$ cat config.mk
export PLATFORM = sky130hd
export DESIGN_NAME = ring_scanner
export DESIGN_NICKNAME = d
export VERILOG_FILES = /design/src/rtl/ring_scanner_pkg.sv /design/src/rtl/ring_scanner_prescaler.sv /design/src/rtl/ring_scanner.sv
export SDC_FILE = /design/constraint.sdc
export NUM_CORES = 1
export LEC_CHECK = 0
export ABC_CLOCK_PERIOD_IN_PS = 1940
export CAP_MARGIN = 5
export CORE_MARGIN = 1.5
export CORE_UTILIZATION = 45
export CTS_CLUSTER_DIAMETER = 100
export DETAILED_ROUTE_END_ITERATION = 6
export HOLD_SLACK_MARGIN = 0.02
export PLACE_DENSITY = 0.83
export SLEW_MARGIN = 5
export SYNTH_ARGS = -nofsm -noshare
export SYNTH_HDL_FRONTEND = slang
export SYNTH_SLANG_ARGS = --single-unit
$ cat constraint.sdc
create_clock -name clk -period 1.94 [get_ports clk]
set_input_delay 0.388 -clock clk [delete_from_list [all_inputs] [get_ports clk]]
set_output_delay 0.388 -clock clk [all_outputs]
set_load 0.03 [all_outputs]
$ cat src/rtl/ring_scanner_pkg.sv
`default_nettype none
// ============================================================================
//  Module      : ring_scanner_pkg
//  Description : Shared mode encodings and the period helper for the
//                ring_scanner multi-mode shift counter.
//  Contents    : MODE_RING / MODE_JOHNSON / MODE_HOLD / MODE_RSVD,
//                mode_period() - steps per period for a mode and size.
//  Revision    : 1.0  initial release
// ============================================================================
package ring_scanner_pkg;

    localparam logic [1:0] MODE_RING    = 2'b00;
    localparam logic [1:0] MODE_JOHNSON = 2'b01;
    localparam logic [1:0] MODE_HOLD    = 2'b10;
    localparam logic [1:0] MODE_RSVD    = 2'b11;

    // A Johnson counter visits twice as many states as a ring counter of
    // the same width. Hold has no real period; size is returned so pos
    // arithmetic stays well defined.
    function automatic int unsigned mode_period(input logic [1:0] mode,
                                                input int unsigned size);
        return (mode == MODE_JOHNSON) ? (2 * size) : size;
    endfunction

endpackage
`default_nettype wire

$ cat src/rtl/ring_scanner_prescaler.sv
`default_nettype none
// ============================================================================
//  Module      : tick_prescaler
//  Description : Divides enabled clock cycles down to one step tick every
//                PRESCALE enabled cycles. Count freezes while en is low.
//  Ports       : clk, rst   - clock, synchronous active-high reset
//                en_i       - advance the count this cycle
//                clr_i      - synchronous clear (load / mode change)
//                tick_o     - combinational: en_i while count is terminal
//  Revision    : 1.0  initial release
// ============================================================================
module tick_prescaler #(
    parameter int unsigned PRESCALE = 1
) (
    input  logic clk,
    input  logic rst,
    input  logic en_i,
    input  logic clr_i,
    output logic tick_o
);

    // One bit is kept even for PRESCALE=1; it then never leaves 0 and the
    // tick collapses to en_i.
    localparam int unsigned CW = (PRESCALE > 1) ? $clog2(PRESCALE) : 1;
    localparam logic [CW-1:0] c_LAST = CW'(PRESCALE - 1);

    logic [CW-1:0] pcnt_q;
    logic [CW-1:0] pcnt_d;
    logic          w_tick;

    assign w_tick = en_i && (pcnt_q == c_LAST);
    assign tick_o = w_tick;

    always_comb begin
        pcnt_d = pcnt_q;
        if (clr_i) begin
            pcnt_d = '0;
        end else if (w_tick) begin
            pcnt_d = '0;
        end else if (en_i) begin
            pcnt_d = pcnt_q + CW'(1);
        end
    end

    always_ff @(posedge clk) begin
        if (rst) begin
            pcnt_q <= '0;
        end else begin
            pcnt_q <= pcnt_d;
        end
    end

endmodule
`default_nettype wire

$ cat src/rtl/ring_scanner.sv
`default_nettype none
// ============================================================================
//  Module      : ring_scanner
//  Description : Multi-mode shift counter for digit scanning / phase
//                sequencing: ring, Johnson or hold, either direction, with
//                prescaler, parallel load and stuck-state recovery.
//  Ports       : clk, rst    - clock, synchronous active-high reset
//                en_i        - count enable
//                dir_i       - 0 shift toward MSB, 1 shift toward LSB
//                mode_i      - 00 ring, 01 Johnson, 10 hold, 11 as ring
//                load_i      - parallel load strobe
//                load_val_i  - value written on load
//                ring_o      - counter contents
//                pos_o       - step index within the period
//                step_o      - pulse with each newly visible value
//                wrap_o      - pulse with step when pos wraps
//  Revision    : 1.0  initial release
// ============================================================================
module ring_scanner
    import ring_scanner_pkg::*;
#(
    parameter int unsigned          SIZE     = 4,
    parameter logic [SIZE-1:0]      INIT_VAL = {{(SIZE-1){1'b0}}, 1'b1},
    parameter int unsigned          PRESCALE = 1,
    localparam int unsigned         PW       = $clog2(2 * SIZE)
) (
    input  logic             clk,
    input  logic             rst,
    input  logic             en_i,
    input  logic             dir_i,
    input  logic [1:0]       mode_i,
    input  logic             load_i,
    input  logic [SIZE-1:0]  load_val_i,
    output logic [SIZE-1:0]  ring_o,
    output logic [PW-1:0]    pos_o,
    output logic             step_o,
    output logic             wrap_o
);

    logic [SIZE-1:0] ring_q, ring_d;
    logic [PW-1:0]   pos_q,  pos_d;
    logic            step_q, step_d;
    logic            wrap_q, wrap_d;
    logic [1:0]      mode_q, mode_d;

    logic [1:0]      w_mode_eff;
    logic            w_mode_chg;
    logic            w_tick;
    logic            w_johnson;
    logic            w_stuck;
    logic [PW-1:0]   w_last;
    logic [SIZE-1:0] w_shift;

    // Reserved encoding is folded into ring before storing and comparing,
    // so toggling between 00 and 11 never counts as a mode change.
    assign w_mode_eff = (mode_i == MODE_RSVD) ? MODE_RING : mode_i;
    assign w_mode_chg = (w_mode_eff != mode_q);

    tick_prescaler #(
        .PRESCALE (PRESCALE)
    ) u_prescaler (
        .clk    (clk),
        .rst    (rst),
        .en_i   (en_i),
        .clr_i  (load_i || w_mode_chg),
        .tick_o (w_tick)
    );

    assign w_johnson = (mode_q == MODE_JOHNSON);
    assign w_stuck   = (~|ring_q) || (&ring_q);
    assign w_last    = PW'(mode_period(mode_q, SIZE) - 1);

    // Johnson differs from ring only by inverting the bit fed back in.
    always_comb begin
        if (!dir_i) begin
            w_shift = {ring_q[SIZE-2:0], ring_q[SIZE-1] ^ w_johnson};
        end else begin
            w_shift = {ring_q[0] ^ w_johnson, ring_q[SIZE-1:1]};
        end
    end

    always_comb begin
        ring_d = ring_q;
        pos_d  = pos_q;
        step_d = 1'b0;
        wrap_d = 1'b0;
        mode_d = mode_q;
        if (load_i) begin
            ring_d = load_val_i;
            pos_d  = '0;
            mode_d = w_mode_eff;
        end else if (w_mode_chg) begin
            mode_d = w_mode_eff;
            pos_d  = '0;
            if (w_mode_eff == MODE_RING) begin
                ring_d = INIT_VAL;
            end else if (w_mode_eff == MODE_JOHNSON) begin
                ring_d = '0;
            end
        end else if (w_tick) begin
            step_d = 1'b1;
            if (mode_q == MODE_HOLD) begin
                // step still pulses so downstream timing is mode-independent
            end else if (mode_q == MODE_RING && w_stuck) begin
                ring_d = INIT_VAL;
                pos_d  = '0;
            end else begin
                ring_d = w_shift;
                if (!dir_i) begin
                    if (pos_q == w_last) begin
                        pos_d  = '0;
                        wrap_d = 1'b1;
                    end else begin
                        pos_d = pos_q + PW'(1);
                    end
                end else begin
                    if (pos_q == '0) begin
                        pos_d  = w_last;
                        wrap_d = 1'b1;
                    end else begin
                        pos_d = pos_q - PW'(1);
                    end
                end
            end
        end
    end

    always_ff @(posedge clk) begin
        if (rst) begin
            ring_q <= INIT_VAL;
            pos_q  <= '0;
            step_q <= 1'b0;
            wrap_q <= 1'b0;
            mode_q <= MODE_RING;
        end else begin
            ring_q <= ring_d;
            pos_q  <= pos_d;
            step_q <= step_d;
            wrap_q <= wrap_d;
            mode_q <= mode_d;
        end
    end

    assign ring_o = ring_q;
    assign pos_o  = pos_q;
    assign step_o = step_q;
    assign wrap_o = wrap_q;

endmodule
`default_nettype wire
==> results.md, run 1 <==
* Status: complete, no violations
* Area after DPL at 0.001122 mm²
* Synth area leader: dfxtp_1
* Synth area leaders: dfxtp_1, ha_1, nor2b_1
* Leak at 0.4946 nW
* CP top delay family: buffers and inverters
* FF-to-FF Start: ring_o[3]$_SDFFE_PP0P_
* CTS buffer count at 3
* # H-tree levels at 1
* Placed Cells at 149
* Clock Skews at 3.434 ps
* Final period utilization at 98.70%
* Hold WS at 471.0 ps
* Antenna diode count at 0
* FFs w/ async S/R, synth at 0%
* RSZ-0062 raised after global routing: false
* Setup TNS at 0 ps
* Buffers added on ports at 19
* Post-synthesis compound-gate area fraction at 20.80%
* Worst Path Required at 2100 ps
* Crit Path Class: in2reg
* Yosys warning count at 0
* Buf/Inv on CP at 3
* Area growth syn-to-layout at 53.21%
* Reg2Reg Capture Point: ring_o[0]$_SDFFE_PP1P_
* Worst R2R Setup Slack at 170 ps
* Finished Layout Cells at 153
* Final WS setup at 25.13 ps
* Worst slack, placed at -333.7 ps
* Main synth FF type: dfxtp_1
* Final Slew Violations at 0
* Synth cell types at 34
* Pin count of the biggest net entering global routing at 10
* Fillcell total at 114
* Post-synth EDFFs at 0
* Fmax at 0.5222 GHz
* Routed via count at 870
* #FFs+latches synth at 12
* Hold Vio Cnt, Final at 0
* Net Count, Synth at 113
* Initial antenna violation count at 0
* Max FO, Critical Path at 3
* DIE AREA at 0.002083 mm²
* Clk sink count at 12
* Cell with the most instances after synthesis: dfxtp_1
* Longest Clk Path Bufs at 2
* Worst Hold End: u_prescaler.pcnt_q$_SDFFE_PP0P_
* DRC errors left at 0
* Pre-antenna DRT Iters at 4
* Total congestion overflow at 0
* Hold Startpoint: u_prescaler.pcnt_q$_SDFFE_PP0P_
* Seq/Total Area, Yosys at 29.36%
* Mean Syn Cell Area at 8.524 µm²
* Hold WC Path Type: reg2reg
* Share of layout cells above drive strength 1 at 28.91%
* RD Place Congestion at 0.8399
* First-pass GRT wire length at 3.622 mm
* Final instance area at 0.001254 mm²
* Total core area at 0.001708 mm²
* Clk_lat worst skew at 280 ps
* Via density at 5.686
* Startpoint types: input port
* Site Rows at 15
* Post-synthesis cell count at 96
* Post-Synth XOR/XNOR Area at 7.492%
* Worst-path cell chain: clkdlybuf4s50_1 -> inv_1 -> ha_2 -> xnor2_2 -> a21oi_2 -> buf_4 -> o41ai_2 -> a31oi_1
* Starting density of the core at 47.91%
* Slew HR at 71.25%
* Post-synthesis cell area at 818.3 µm²
* Share of the synthesized area in the top cell type at 29.36%
* Slowest library cell on the worst path: clkdlybuf4s50_1
* IO Count at 20
* Synth Area in Simple Gates at 25.84%
* Worst vdd ir at 472.7 µV
* WL per Instance at 14.99 µm
* # nets final at 146
* Final min period at 1915 ps
* HPWL Detailed at 1.605 mm
* List of most frequent post-synthesis cells: dfxtp_1, nand2_1, a21oi_1
* Pwr/cell area at 589.2 mW/mm²
* Die X at 45.64 µm
* Drt first-iter violations at 26
* Post-Route WL at 2.294 mm
* Die Height at 45.64 µm
* Clock root cell: clkbuf_4
* Reg2reg path depth at 4
* GR Util All Layers at 24.82%
* Final ANT Viol Nets at 0
* CTS tree: yes
* Setup violations, final at 0
* Slew @ Worst Pin at 430.6 ps
* Adder-Cell Fraction of Synth Area at 9.174%
* Cts hold-fix bufs at 0
* Clock transition at path regs at 70 ps
* Slowest stage delay, CP at 500 ps
* Max_cap viols at 0
* Crit path DAT at 2070 ps
* WP depth at 8
* Vias in the first global route at 824
* Worst setup EP type: flip-flop
* Multiplexer share of the synthesized area at 2.752%
* Hold path depth at 1
* Main combinational cell family by area after synthesis: simple AND/OR/NAND/NOR gates
[stage by stage]
step	util, %	power, mW
2_1_floorplan	-	0.4056
3_3_place_gp	65.71	0.5016
3_5_place_dp	65.71	0.5078
4_1_cts	70.55	0.7224
5_1_grt	73.41	0.7740
6_report	73.41	0.7387
[worst reg2reg max path: cells and delay by family, from the launching register on]
kind | cells | cell delay (ps)
flip-flops | 1 | 320
AND/OR/NAND/NOR | 1 | 540
AO/OA/AOI/OAI | 3 | 850
[kinds of logic (layout without fill, tap and decap cells)]
family	count (synthesis)	in the layout
AOI/OAI and AO/OA	22	22
xor gates and xnor gates	7	7
adders and majority gates	6	6
buffers and inverters	10	42
DFF	12	12
muxes	2	2
and+or+nand+nor	37	37
[state kept, by name, summed over array words and instances (netlist names)]
name and flops:
step_o 1, mode_q 2, u_prescaler.pcnt_q 1, wrap_o 1
ring_o 4, pos_o 3
[placed cells by master (no fill, tap or decap), types with 2 or more instances in the layout]
cell type | Yosys | final
nand3_1 | 2 | 2
nor2b_1 | 6 | 6
or2_2 | 2 | 2
a32oi_1 | 2 | 2
nand2_1 | 8 | 8
xor2_1 | 4 | 2
ha_2 | 0 | 2
xor2_2 | 0 | 2
inv_1 | 6 | 6
mux2_2 | 2 | 2
ha_1 | 6 | 4
dfxtp_1 | 12 | 12
buf_4 | 0 | 13
a21oi_1 | 7 | 6
o41ai_2 | 0 | 3
nor2_1 | 5 | 5
a31oi_1 | 2 | 2
xnor2_2 | 0 | 2
nand2b_1 | 2 | 2
clkdlybuf4s50_1 | 0 | 18
clkbuf_4 | 0 | 3
[routing by layer]
layer,global-route usage (%),part of all wire (%)
met5,0,0
met4,14.71,2.8
met3,4.365,4.4
met2,40.85,49
met1,29.78,44
[area by class of cell]
type	instances	area [µm²]	share of cell area, %
inverters	6	22.52	1.796
well taps	25	31.28	2.495
multi-input cells	74	633.1	50.50
clock buffers	4	36.28	2.894
repair buffers	32	290.3	23.15
flip-flops and latches	12	240.2	19.16
[worst max-delay path by stage]
stage                                 from                endpoint  slack, ps
floorplan           ring_o[3]$_SDFFE_PP0P_  ring_o[0]$_SDFFE_PP1P_         20
finish                           mode_i[0]  ring_o[3]$_SDFFE_PP0P_         30
detailed placement               mode_i[1]  ring_o[3]$_SDFFE_PP0P_       -330
global placement                 mode_i[0]  ring_o[0]$_SDFFE_PP1P_       -300
CTS                              mode_i[1]  ring_o[3]$_SDFFE_PP0P_          6
global route         pos_o[2]$_SDFFE_PP0P_                pos_o[2]         10
[repair_timing]
action | in CTS | in global routing
pin swaps | 1 | 1
setup buffers | 0 | 0
gates cloned | 0 | 0
setup endpoints to repair | 5 | 6
resized for setup | 7 | 9
[power breakdown]
part	internal [mW]	total (mW)	switching, mW
Clock	0.114	0.202	0.0873
Sequential	0.260	0.276	0.0157
Combinational	0.129	0.262	0.132
Total	0.504	0.739	0.235
Power figures use the tool's default switching activity.
==> run 2: changes to the inputs <==
Settings changed: ABC_AREA set to 1, PLACE_DENSITY 0.83 to 0.82.
==> run 2 against run 1 <==
Worst setup slack improved by 56 ps. Count of clock-buffer cells in the layout did not move. Synthesized cell count rose by 42%. Clock skew rose by 2.4 ps. Sequential share of layout area rose by 2.2 points. Register-to-register slack improved by 510 ps. Fmax rose by 3.0%. Total power fell by 9.2%. Clock power barely moved. Critical endpoint is now ring_o[0].
==> results.md, run 2 <==
* DRC errors left at 0 (unchanged)
* Finished Layout Cells at 183 (was 153)
* Slew HR at 75.12% (was 71.25%)
* CP top delay family: buffers and inverters (unchanged)
* Setup bufs post-CTS at 0 (unchanged)
* Final period utilization at 95.83% (was 98.70%)
* First-pass GRT wire length at 2.967 mm (was 3.622 mm)
* Clk sink count at 12 (unchanged)
* Longest Clk Path Bufs at 2 (unchanged)
* Die X at 47.02 µm (was 45.64 µm)
* Final Power at 0.6706 mW (was 0.7387 mW)
* Vias in the first global route at 789 (was 824)
* Worst R2R Setup Slack at 680 ps (was 170 ps)
* Final min period at 1859 ps (was 1915 ps)
* Site Rows at 15 (unchanged)
* RSZ-0062 raised after global routing: false (unchanged)
* Pwr/cell area at 596.2 mW/mm² (was 589.2 mW/mm²)
* GR Util All Layers at 19.12% (was 24.82%)
* # nets final at 176 (was 146)
* Most common cell after layout, fill and taps aside: nand2_1 (was clkdlybuf4s50_1)
* Fmax at 0.5379 GHz (was 0.5222 GHz)
* Seq/Total Area, Yosys at 27.55% (was 29.36%)
* Status: complete, no violations (unchanged)
* IO Count at 20 (unchanged)
* Total congestion overflow at 0 (unchanged)
* Worst Path Required at 1550 ps (was 2100 ps)
* Hold WS at 494.3 ps (was 471.0 ps)
* Max FO, Critical Path at 6 (was 3)
* Pin count of the biggest net entering global routing at 12 (was 10)
* Clock Skews at 5.807 ps (was 3.434 ps)
* Via density at 4.956 (was 5.686)
* Final Slew Violations at 0 (unchanged)
* Share of the synthesized area in the top cell type at 27.55% (was 29.36%)
* Yosys warning count at 0 (unchanged)
* Startpoint types: flip-flop (was input port)
* Final instance area at 0.001125 mm² (was 0.001254 mm²)
* Slew @ Worst Pin at 372.1 ps (was 430.6 ps)
* CTS tree: yes (unchanged)
* Fillcell total at 175 (was 114)
* WL per Instance at 10.11 µm (was 14.99 µm)
* # H-tree levels at 1 (unchanged)
* Hold WC Path Type: reg2reg (unchanged)
* Slowest library cell on the worst path: clkdlybuf4s50_1 (unchanged)
* CTS buffer count at 3 (unchanged)
* Worst vdd ir at 391.8 µV (was 472.7 µV)
* Worst-path cell chain: clkdlybuf4s50_1 (was clkdlybuf4s50_1 -> inv_1 -> ha_2 -> xnor2_2 -> a21oi_2 -> buf_4 -> o41ai_2 -> a31oi_1)
* Leak at 0.5358 nW (was 0.4946 nW)
* Max_cap viols at 0 (unchanged)
* DIE AREA at 0.002211 mm² (was 0.002083 mm²)
* Worst slack, placed at -53.01 ps (was -333.7 ps)
* Clk_lat worst skew at 280 ps (about the same)
* Die Height at 47.02 µm (was 45.64 µm)
* Initial antenna violation count at 0 (unchanged)
* Slowest stage delay, CP at 730 ps (was 500 ps)
* Mean Syn Cell Area at 6.412 µm² (was 8.524 µm²)
* List of most frequent post-synthesis cells: nand2_1, inv_1, nor2_1 (was dfxtp_1, nand2_1, a21oi_1)
* RD Place Congestion at 0.9137 (was 0.8399)
* Cts hold-fix bufs at 0 (unchanged)
* Placed Cells at 179 (was 149)
* Setup violations, final at 0 (unchanged)
* Post-synth EDFFs at 0 (unchanged)
* HPWL Detailed at 1.500 mm (was 1.605 mm)
* Pre-antenna DRT Iters at 5 (was 4)
* CTS resizes at 0 (was 7)
* Hold Startpoint: u_prescaler.pcnt_q$_SDFFE_PP0P_ (unchanged)
* FFs w/ async S/R, synth at 0% (unchanged)
* Worst setup EP type: output port (was flip-flop)
* Max reg flops at 4 (unchanged)
* Routed via count at 907 (was 870)
* Area growth syn-to-layout at 28.98% (was 53.21%)
* Hold Vio Cnt, Final at 0 (unchanged)
* Reg2reg path depth at 9 (was 4)
* Cell with the most instances after synthesis: nand2_1 (was dfxtp_1)
* Post-synthesis cell count at 136 (was 96)
* Post-Route WL at 1.850 mm (was 2.294 mm)
* Post-synthesis cell area at 872.1 µm² (was 818.3 µm²)
* Share of layout cells above drive strength 1 at 12.03% (was 28.91%)
* Worst Hold End: u_prescaler.pcnt_q$_SDFFE_PP0P_ (unchanged)
* Area after DPL at 0.001089 mm² (was 0.001122 mm²)
* Synth area leader: dfxtp_1 (unchanged)
* Hold path depth at 2 (was 1)
* Total core area at 0.001764 mm² (was 0.001708 mm²)
* Buf/Inv on CP at 1 (was 3)
* Net Count, Synth at 153 (was 113)
* Synth cell types at 23 (was 34)
* Final ANT Viol Nets at 0 (unchanged)
* Clock transition at path regs at 80 ps (was 70 ps)
* #FFs+latches synth at 12 (unchanged)
* Crit path DAT at 1470 ps (was 2070 ps)
* Buffers added on ports at 19 (unchanged)
* Antenna diode count at 0 (unchanged)
* Reg2Reg Capture Point: ring_o[3]$_SDFFE_PP0P_ (was ring_o[0]$_SDFFE_PP1P_)
* Crit Path Class: reg2out (was in2reg)
* FF-to-FF Start: mode_q[0]$_SDFFE_PP0P_ (was ring_o[3]$_SDFFE_PP0P_)
* Final WS setup at 80.82 ps (was 25.13 ps)
* Main synth FF type: dfxtp_1 (unchanged)
* Most frequent cells in the layout: nand2_1, clkdlybuf4s50_1, inv_1 (was clkdlybuf4s50_1, buf_4, dfxtp_1)
* Starting density of the core at 49.43% (was 47.91%)
* Synth area leaders: dfxtp_1, nand2_1, ha_1 (was dfxtp_1, ha_1, nor2b_1)
* Clock root cell: clkbuf_4 (unchanged)
* Drt first-iter violations at 28 (was 26)
## run 2: layout make-up
cell class	instances	area [µm²]	share of cell area, %
Multi-Input combinational cell	101	544.3	48.39
Sequential cell	12	240.2	21.36
Timing Repair Buffer	19	190.2	16.91
Inverter	22	82.58	7.341
Clock buffer	4	36.28	3.226
Tap cell	25	31.28	2.781
## run 2: worst max path at each step
| stage | from | slack (ps) | end | cells after the start |
|---|---|---|---|---|
| after floorplan | pos_o[0]$_SDFFE_PP0P_ | 510 | pos_o[2]$_SDFFE_PP0P_ | 8 |
| after global placement | mode_i[0] | 20 | ring_o[0]$_SDFFE_PP1P_ | 11 |
| final | ring_o[0]$_SDFFE_PP1P_ | 80 | ring_o[0] | 1 |
| after CTS | ring_o[0]$_SDFFE_PP1P_ | 100 | ring_o[0] | 1 |
| after detailed placement | mode_i[0] | -50 | ring_o[0]$_SDFFE_PP1P_ | 11 |
| after global routing | ring_o[0]$_SDFFE_PP1P_ | 60 | ring_o[0] | 1 |
## run 2: metal layers
metal	GRT usage [%]	wire [µm]	part of all wire [%]	vias to the layer above
met5	0	0	0	-
met4	10.00	42	2.3	0
met3	2.308	103	5.6	5
met2	38.90	972	53	33
met1	18.10	732	40	404
li1	-	-	-	465
## run 2: logic make-up after synthesis
group	share of synthesized area, %
buffers and inverters	10.04
adder cells (fa/ha/maj)	8.608
AO/OA/AOI/OAI	9.756
XOR/XNOR	1.004
flip-flops	27.55
AND/OR/NAND/NOR	43.04
## run 2: power breakdown
group          internal (mW)  total, mW  switching [mW]
clock network          0.114      0.201          0.0864
registers              0.259      0.275          0.0163
logic                 0.0799      0.195           0.115
## run 2: metrics by stage
step / utilization [%] / setup TNS (ps)
global route: 63.76 / 0
CTS: 63.76 / 0
detailed placement: 61.70 / -195.6
floorplan: - / 0
finish: 63.76 / 0
global placement: 61.70 / 0
